[config.mk]
export PLATFORM = sky130hd
export DESIGN_NAME = sram_arbiter
export DESIGN_NICKNAME = d
export VERILOG_FILES = /design/src/rtl/sram_arbiter.sv
export SDC_FILE = /design/constraint.sdc
export NUM_CORES = 1
export LEC_CHECK = 0
export BUFFER_PORTS_ARGS = -buffer_cell sky130_fd_sc_hd__buf_2
export CAP_MARGIN = 10
export CORE_MARGIN = 10
export CORE_UTILIZATION = 49
export DETAILED_ROUTE_END_ITERATION = 6
export MAX_ROUTING_LAYER = met4
export PLACE_DENSITY = 0.89
export REMOVE_ABC_BUFFERS = 1
export SYNTH_ARGS = -nofsm -noshare
export SYNTH_HDL_FRONTEND = slang
export SYNTH_SLANG_ARGS = --single-unit
[constraint.sdc]
create_clock -name C7M -period 2.6 [get_ports C7M]
set_input_delay 0.26 -clock C7M [delete_from_list [all_inputs] [get_ports C7M]]
set_output_delay 0.26 -clock C7M [all_outputs]
set_load 0.01 [all_outputs]
[src/rtl/sram_arbiter.sv]
// SRAM arbiter: host slot accesses in S4-S6 with absolute priority, plus a
// block-fill engine that writes one byte per two clocks outside the host window.
module sram_arbiter (
  input  logic        C7M,
  input  logic        RES,
  input  logic [2:0]  S,
  input  logic        HREQ,
  input  logic        HWR,
  input  logic [19:0] HADDR,
  input  logic [7:0]  HWD,
  output logic [7:0]  HRD,
  input  logic [19:0] FADDR,
  input  logic [15:0] FLEN,
  input  logic [7:0]  FBYTE,
  input  logic        GO,
  input  logic        ABORT,
  output logic        BUSY,
  output logic        DONE,
  output logic [19:0] RA,
  output logic [7:0]  RDO,
  input  logic [7:0]  RDI,
  output logic        RDOE,
  output logic        RAMCS,
  output logic        nRWE
);

  typedef enum logic [1:0] {
    ENG_IDLE   = 2'd0,
    ENG_SETUP  = 2'd1,
    ENG_STROBE = 2'd2
  } eng_state_e;

  eng_state_e  eng_q, eng_d;
  logic        host_q, host_d;
  logic        hwr_q, hwr_d;
  logic [19:0] ptr_q, ptr_d;
  logic [15:0] cnt_q, cnt_d;
  logic [7:0]  val_q, val_d;
  logic        busy_q, busy_d;
  logic        done_q, done_d;
  logic [19:0] ra_q, ra_d;
  logic [7:0]  rdo_q, rdo_d;
  logic [7:0]  hrd_q, hrd_d;
  logic        rdoe_q, rdoe_d;
  logic        ramcs_q, ramcs_d;
  logic        nrwe_q, nrwe_d;

  logic        slot_ok;
  logic [19:0] ptr_inc;
  logic [15:0] cnt_dec;

  // A two-clock access opened at S==1 or S==7 always ends before the S4 window.
  assign slot_ok = (S == 3'd1) || ((S == 3'd7) && !host_q);
  assign ptr_inc = ptr_q + 20'd1;
  assign cnt_dec = cnt_q - 16'd1;

  always_comb begin
    eng_d   = eng_q;
    host_d  = host_q;
    hwr_d   = hwr_q;
    ptr_d   = ptr_q;
    cnt_d   = cnt_q;
    val_d   = val_q;
    busy_d  = busy_q;
    done_d  = done_q;
    ra_d    = ra_q;
    rdo_d   = rdo_q;
    hrd_d   = hrd_q;
    rdoe_d  = rdoe_q;
    ramcs_d = ramcs_q;
    nrwe_d  = nrwe_q;

    case (eng_q)
      ENG_IDLE: begin
        if (!busy_q) begin
          if (GO) begin
            ptr_d  = FADDR;
            cnt_d  = FLEN;
            val_d  = FBYTE;
            busy_d = 1'b1;
            done_d = 1'b0;
          end
        end else if (ABORT) begin
          busy_d = 1'b0;
        end else if (cnt_q == 16'd0) begin
          busy_d = 1'b0;
          done_d = 1'b1;
        end else if (slot_ok) begin
          eng_d   = ENG_SETUP;
          ra_d    = ptr_q;
          rdo_d   = val_q;
          rdoe_d  = 1'b1;
          ramcs_d = 1'b1;
          nrwe_d  = 1'b1;
        end
      end
      ENG_SETUP: begin
        eng_d  = ENG_STROBE;
        nrwe_d = 1'b0;
      end
      ENG_STROBE: begin
        ptr_d   = ptr_inc;
        cnt_d   = cnt_dec;
        eng_d   = ENG_IDLE;
        ramcs_d = 1'b0;
        rdoe_d  = 1'b0;
        nrwe_d  = 1'b1;
        // Completion wins over a simultaneous abort: the last byte did land.
        if (cnt_dec == 16'd0) begin
          busy_d = 1'b0;
          done_d = 1'b1;
        end else if (ABORT) begin
          busy_d = 1'b0;
        end else if (slot_ok) begin
          eng_d   = ENG_SETUP;
          ra_d    = ptr_inc;
          rdo_d   = val_q;
          rdoe_d  = 1'b1;
          ramcs_d = 1'b1;
        end
      end
      default: eng_d = ENG_IDLE;
    endcase

    // Host overlays the engine; the engine is never active while the host owns the bus.
    if (host_q) begin
      case (S)
        3'd4: if (hwr_q) nrwe_d = 1'b0;
        3'd5: nrwe_d = 1'b1;
        3'd6: begin
          if (!hwr_q) hrd_d = RDI;
          host_d  = 1'b0;
          ramcs_d = 1'b0;
          rdoe_d  = 1'b0;
          nrwe_d  = 1'b1;
        end
        default: ;
      endcase
    end else if ((S == 3'd3) && HREQ) begin
      host_d  = 1'b1;
      hwr_d   = HWR;
      ra_d    = HADDR;
      ramcs_d = 1'b1;
      rdoe_d  = HWR;
      nrwe_d  = 1'b1;
      if (HWR) rdo_d = HWD;
    end
  end

  always_ff @(posedge C7M) begin
    if (RES) begin
      eng_q   <= ENG_IDLE;
      host_q  <= 1'b0;
      hwr_q   <= 1'b0;
      ptr_q   <= 20'd0;
      cnt_q   <= 16'd0;
      val_q   <= 8'd0;
      busy_q  <= 1'b0;
      done_q  <= 1'b0;
      ra_q    <= 20'd0;
      rdo_q   <= 8'd0;
      hrd_q   <= 8'd0;
      rdoe_q  <= 1'b0;
      ramcs_q <= 1'b0;
      nrwe_q  <= 1'b1;
    end else begin
      eng_q   <= eng_d;
      host_q  <= host_d;
      hwr_q   <= hwr_d;
      ptr_q   <= ptr_d;
      cnt_q   <= cnt_d;
      val_q   <= val_d;
      busy_q  <= busy_d;
      done_q  <= done_d;
      ra_q    <= ra_d;
      rdo_q   <= rdo_d;
      hrd_q   <= hrd_d;
      rdoe_q  <= rdoe_d;
      ramcs_q <= ramcs_d;
      nrwe_q  <= nrwe_d;
    end
  end

  assign HRD   = hrd_q;
  assign BUSY  = busy_q;
  assign DONE  = done_q;
  assign RA    = ra_q;
  assign RDO   = rdo_q;
  assign RDOE  = rdoe_q;
  assign RAMCS = ramcs_q;
  assign nRWE  = nrwe_q;

endmodule

==> flow_metrics.env <==
export IMPL_drc=0
export IMPL_fin_util_pct=63.9
export IMPL_die_area_um2=14900
export IMPL_synthTopCellsByArea="dfxtp_1 35%, a21oi_1 6.7%, nand2_1 6.6%"
export IMPL_startpoint_type="register"
export IMPL_viasPerCell=6.00
export IMPL_avgSynthCellArea_um2=7.33
export IMPL_cts_tree="done"
export IMPL_die_height_um=122
export IMPL_synth_ff_type="dfxtp_1"
export IMPL_vias=5829
export IMPL_dp_cells=952
export IMPL_drt_iter0_drc=558
export IMPL_gp_congestion=0.962
export IMPL_worst_pin_slew_ns=0.826
export IMPL_cp_slowest_cell="or4_4"
export IMPL_io_pins=130
export IMPL_critPathMaxFanout=6
export IMPL_cts_buffers=9
export IMPL_drv_cap=0
export IMPL_path_class="reg -> reg"
export IMPL_crit_start="cnt_q[5]"
export IMPL_cts_sinks=89
export IMPL_wl_um=17100
export IMPL_rsz0062_at_grt="true"
export IMPL_cts_htree_levels=3
export IMPL_status="complete, but fails checks"
export IMPL_total_power_w=0.00322
export IMPL_drive_above_1_share_pct=30.3
export IMPL_post_place_ws_ns=-0.178
export IMPL_finalNetCount=922
export IMPL_die_width_um=122
export IMPL_path_cells="or4_4 -> nor3_4 -> a211oi_2 -> or4_4 -> and3_4 -> buf_4 -> a211oi_2 -> a211oi_1"
export IMPL_grt_max_degree=52
export IMPL_antenna_found_initial=1
export IMPL_fmax_mhz=381
export IMPL_area_growth_pct=28.1
export IMPL_antenna_left=0
export IMPL_skew_ns=0.0160
export IMPL_grt_pass1_wl_um=27000
export IMPL_r2r_start="cnt_q[5]"
export IMPL_hold_path_class="in -> reg"
export IMPL_synth_edf_count=0
export IMPL_yosys_cell_count_top_type="nand2_1"
export IMPL_power_density_nw_per_um2=492
export IMPL_ys_ff_latch=89
export IMPL_hold_slack_ns=0.125
export IMPL_clock_root_buffer="clkbuf_8"
export IMPL_synth_common_cells="90 x nand2_1, 89 x dfxtp_1, 80 x nor2_1"
export IMPL_grt_total_usage_pct=22.4
export IMPL_io_buffers=129
export IMPL_max_stage_delay_ns=0.58
export IMPL_violations="negative setup slack"
export IMPL_initial_core_util_pct=49.9
export IMPL_leakage_nw=2.60
export IMPL_worst_slack_ns=-0.0263
export IMPL_hpwl_um=12000
export IMPL_slew_viol_final=0
export IMPL_synthCells=697
export IMPL_min_from="FBYTE[7]"
export IMPL_setup_viol=7
export IMPL_syn_area_um2=5110
export IMPL_cp_end_kind="register"
export IMPL_clock_latency_ns=0.37
export IMPL_synth_cell_types=51
export IMPL_rows=37
export IMPL_wl_per_cell_um=17.5
export IMPL_grt_ovfl_total=0
export IMPL_vdd_ir_drop_worst_uv=310
export IMPL_critPathTopFamily="simple AND/OR/NAND/NOR gates"
export IMPL_first_pass_iters=6
export IMPL_fin_crit_sh_pct=101
export IMPL_ys_warn_count=0
export IMPL_clk_path_buf_depth=2
export IMPL_hold_viol=0
export IMPL_critPathBufInv=1
export IMPL_fin_crit_ns=2.63
export IMPL_path_clk_slew_ns=0.09
export IMPL_yosysSeqAreaShare_pct=34.9
export IMPL_first_global_vias=5623
export IMPL_max_slew_margin_rel_pct=44.9
export IMPL_synth_top_area_share_pct=34.9
export IMPL_fin_cells=972
export IMPL_crit_arrival_ns=2.85
export IMPL_synthArstFlopShare_pct=0
export IMPL_synth_top_cell_by_area="dfxtp_1"
export IMPL_worstPathRequired_ns=2.83
export IMPL_core_area_um2=10200
final cells by class:
| type | count | area [um2] |
|---|---|---|
| Clock buffer | 10 | 128 |
| Clock inverter | 6 | 91.3 |
| Fill cell | 910 | 3690 |
| Antenna cell | 1 | 2.50 |
| Sequential cell | 89 | 1790 |
| Inverter | 10 | 37.5 |
| Timing Repair Buffer | 183 | 1090 |
| Multi-Input combinational cell | 537 | 3230 |
| Tap cell | 136 | 170 |
worst paths after layout:
path	to	slack, ns	depth (start not counted)
setup / recovery	RA[1]	-0.03	8
hold / removal	val_q[7]	0.12	3
setup reg to reg	RA[1]	-0.03	8
hold reg to reg	val_q[4]	0.46	2
worst register-to-register path, cell delays in order (launching register included):
cell and delay (ns):
dfxtp_2 0.33, or4_4 0.58, nor3_4 0.23, a211oi_2 0.12
or4_4 0.57, and3_4 0.21, buf_4 0.17, a211oi_2 0.21
a211oi_1 0.09
through the flow:
stage	area, um2	setup TNS, ns
final	6540	-0.104
after global routing	6540	-2.51
after floorplan	4850	-33.92
after CTS	6350	0
after global placement	6060	-0.771
after detailed placement	6060	-2.48
layer usage:
metal	GRT usage [%]	routed length (um)	up-vias
li1	-	-	2798
met3	4.58	1320	40
met2	37.8	8540	289
met5	-	0	-
met1	25.6	6830	2702
met4	8.39	369	0
cell usage in the layout, fill, tap and decap left out, types with 5 or more instances in the layout:
master,count
buf_2,129
buf_6,5
xor2_1,11
nand3_1,39
nor2_1,79
nand4_1,7
a221oi_1,8
xnor2_1,12
nand2b_1,6
nor4_1,5
a211oi_2,24
nor3_1,11
and3_1,6
a21oi_1,67
nand2_1,90
inv_1,7
a31oi_1,5
or3_1,7
clkbuf_8,9
o21ai_0,57
a311oi_1,14
dfxtp_2,6
dfxtp_1,83
a211oi_1,26
o22ai_1,6
buf_4,47
o21ai_1,7
power breakdown:
part           switching, W  leakage, nW  total (W)  internal (W)
combinational      0.000348         1.76   0.000647      0.000298
sequential        0.0000755        0.729    0.00151       0.00143
clock              0.000516        0.111    0.00106      0.000547
logic make-up after synthesis:
| family | Yosys count | share of synthesized area [%] |
|---|---|---|
| AND/OR/NAND/NOR | 274 | 24.7 |
| AO/OA/AOI/OAI | 235 | 29.5 |
| flip-flops | 89 | 34.9 |
| adder cells (fa/ha/maj) | 3 | 0.735 |
| multiplexers | 1 | 0.196 |
| XOR/XNOR | 24 | 4.12 |
| buffers and inverters | 71 | 5.83 |
timing repair:
action,4_1_cts,5_1_grt
pin swaps,2,7
gates cloned,0,1
gates resized for setup,13,51
setup endpoints to repair,31,30
hold endpoints to repair,0,0
hold buffers,0,0
buffers inserted,0,2
flip-flops by register name (all words and copies together) (netlist names), 2 cells and up:
| register | flops |
|---|---|
| ptr_q | 20 |
| cnt_q | 16 |
| RA | 20 |
| eng_q | 2 |
| val_q | 8 |
| RDO | 8 |
| HRD | 8 |
Power figures use the tool's default switching activity.
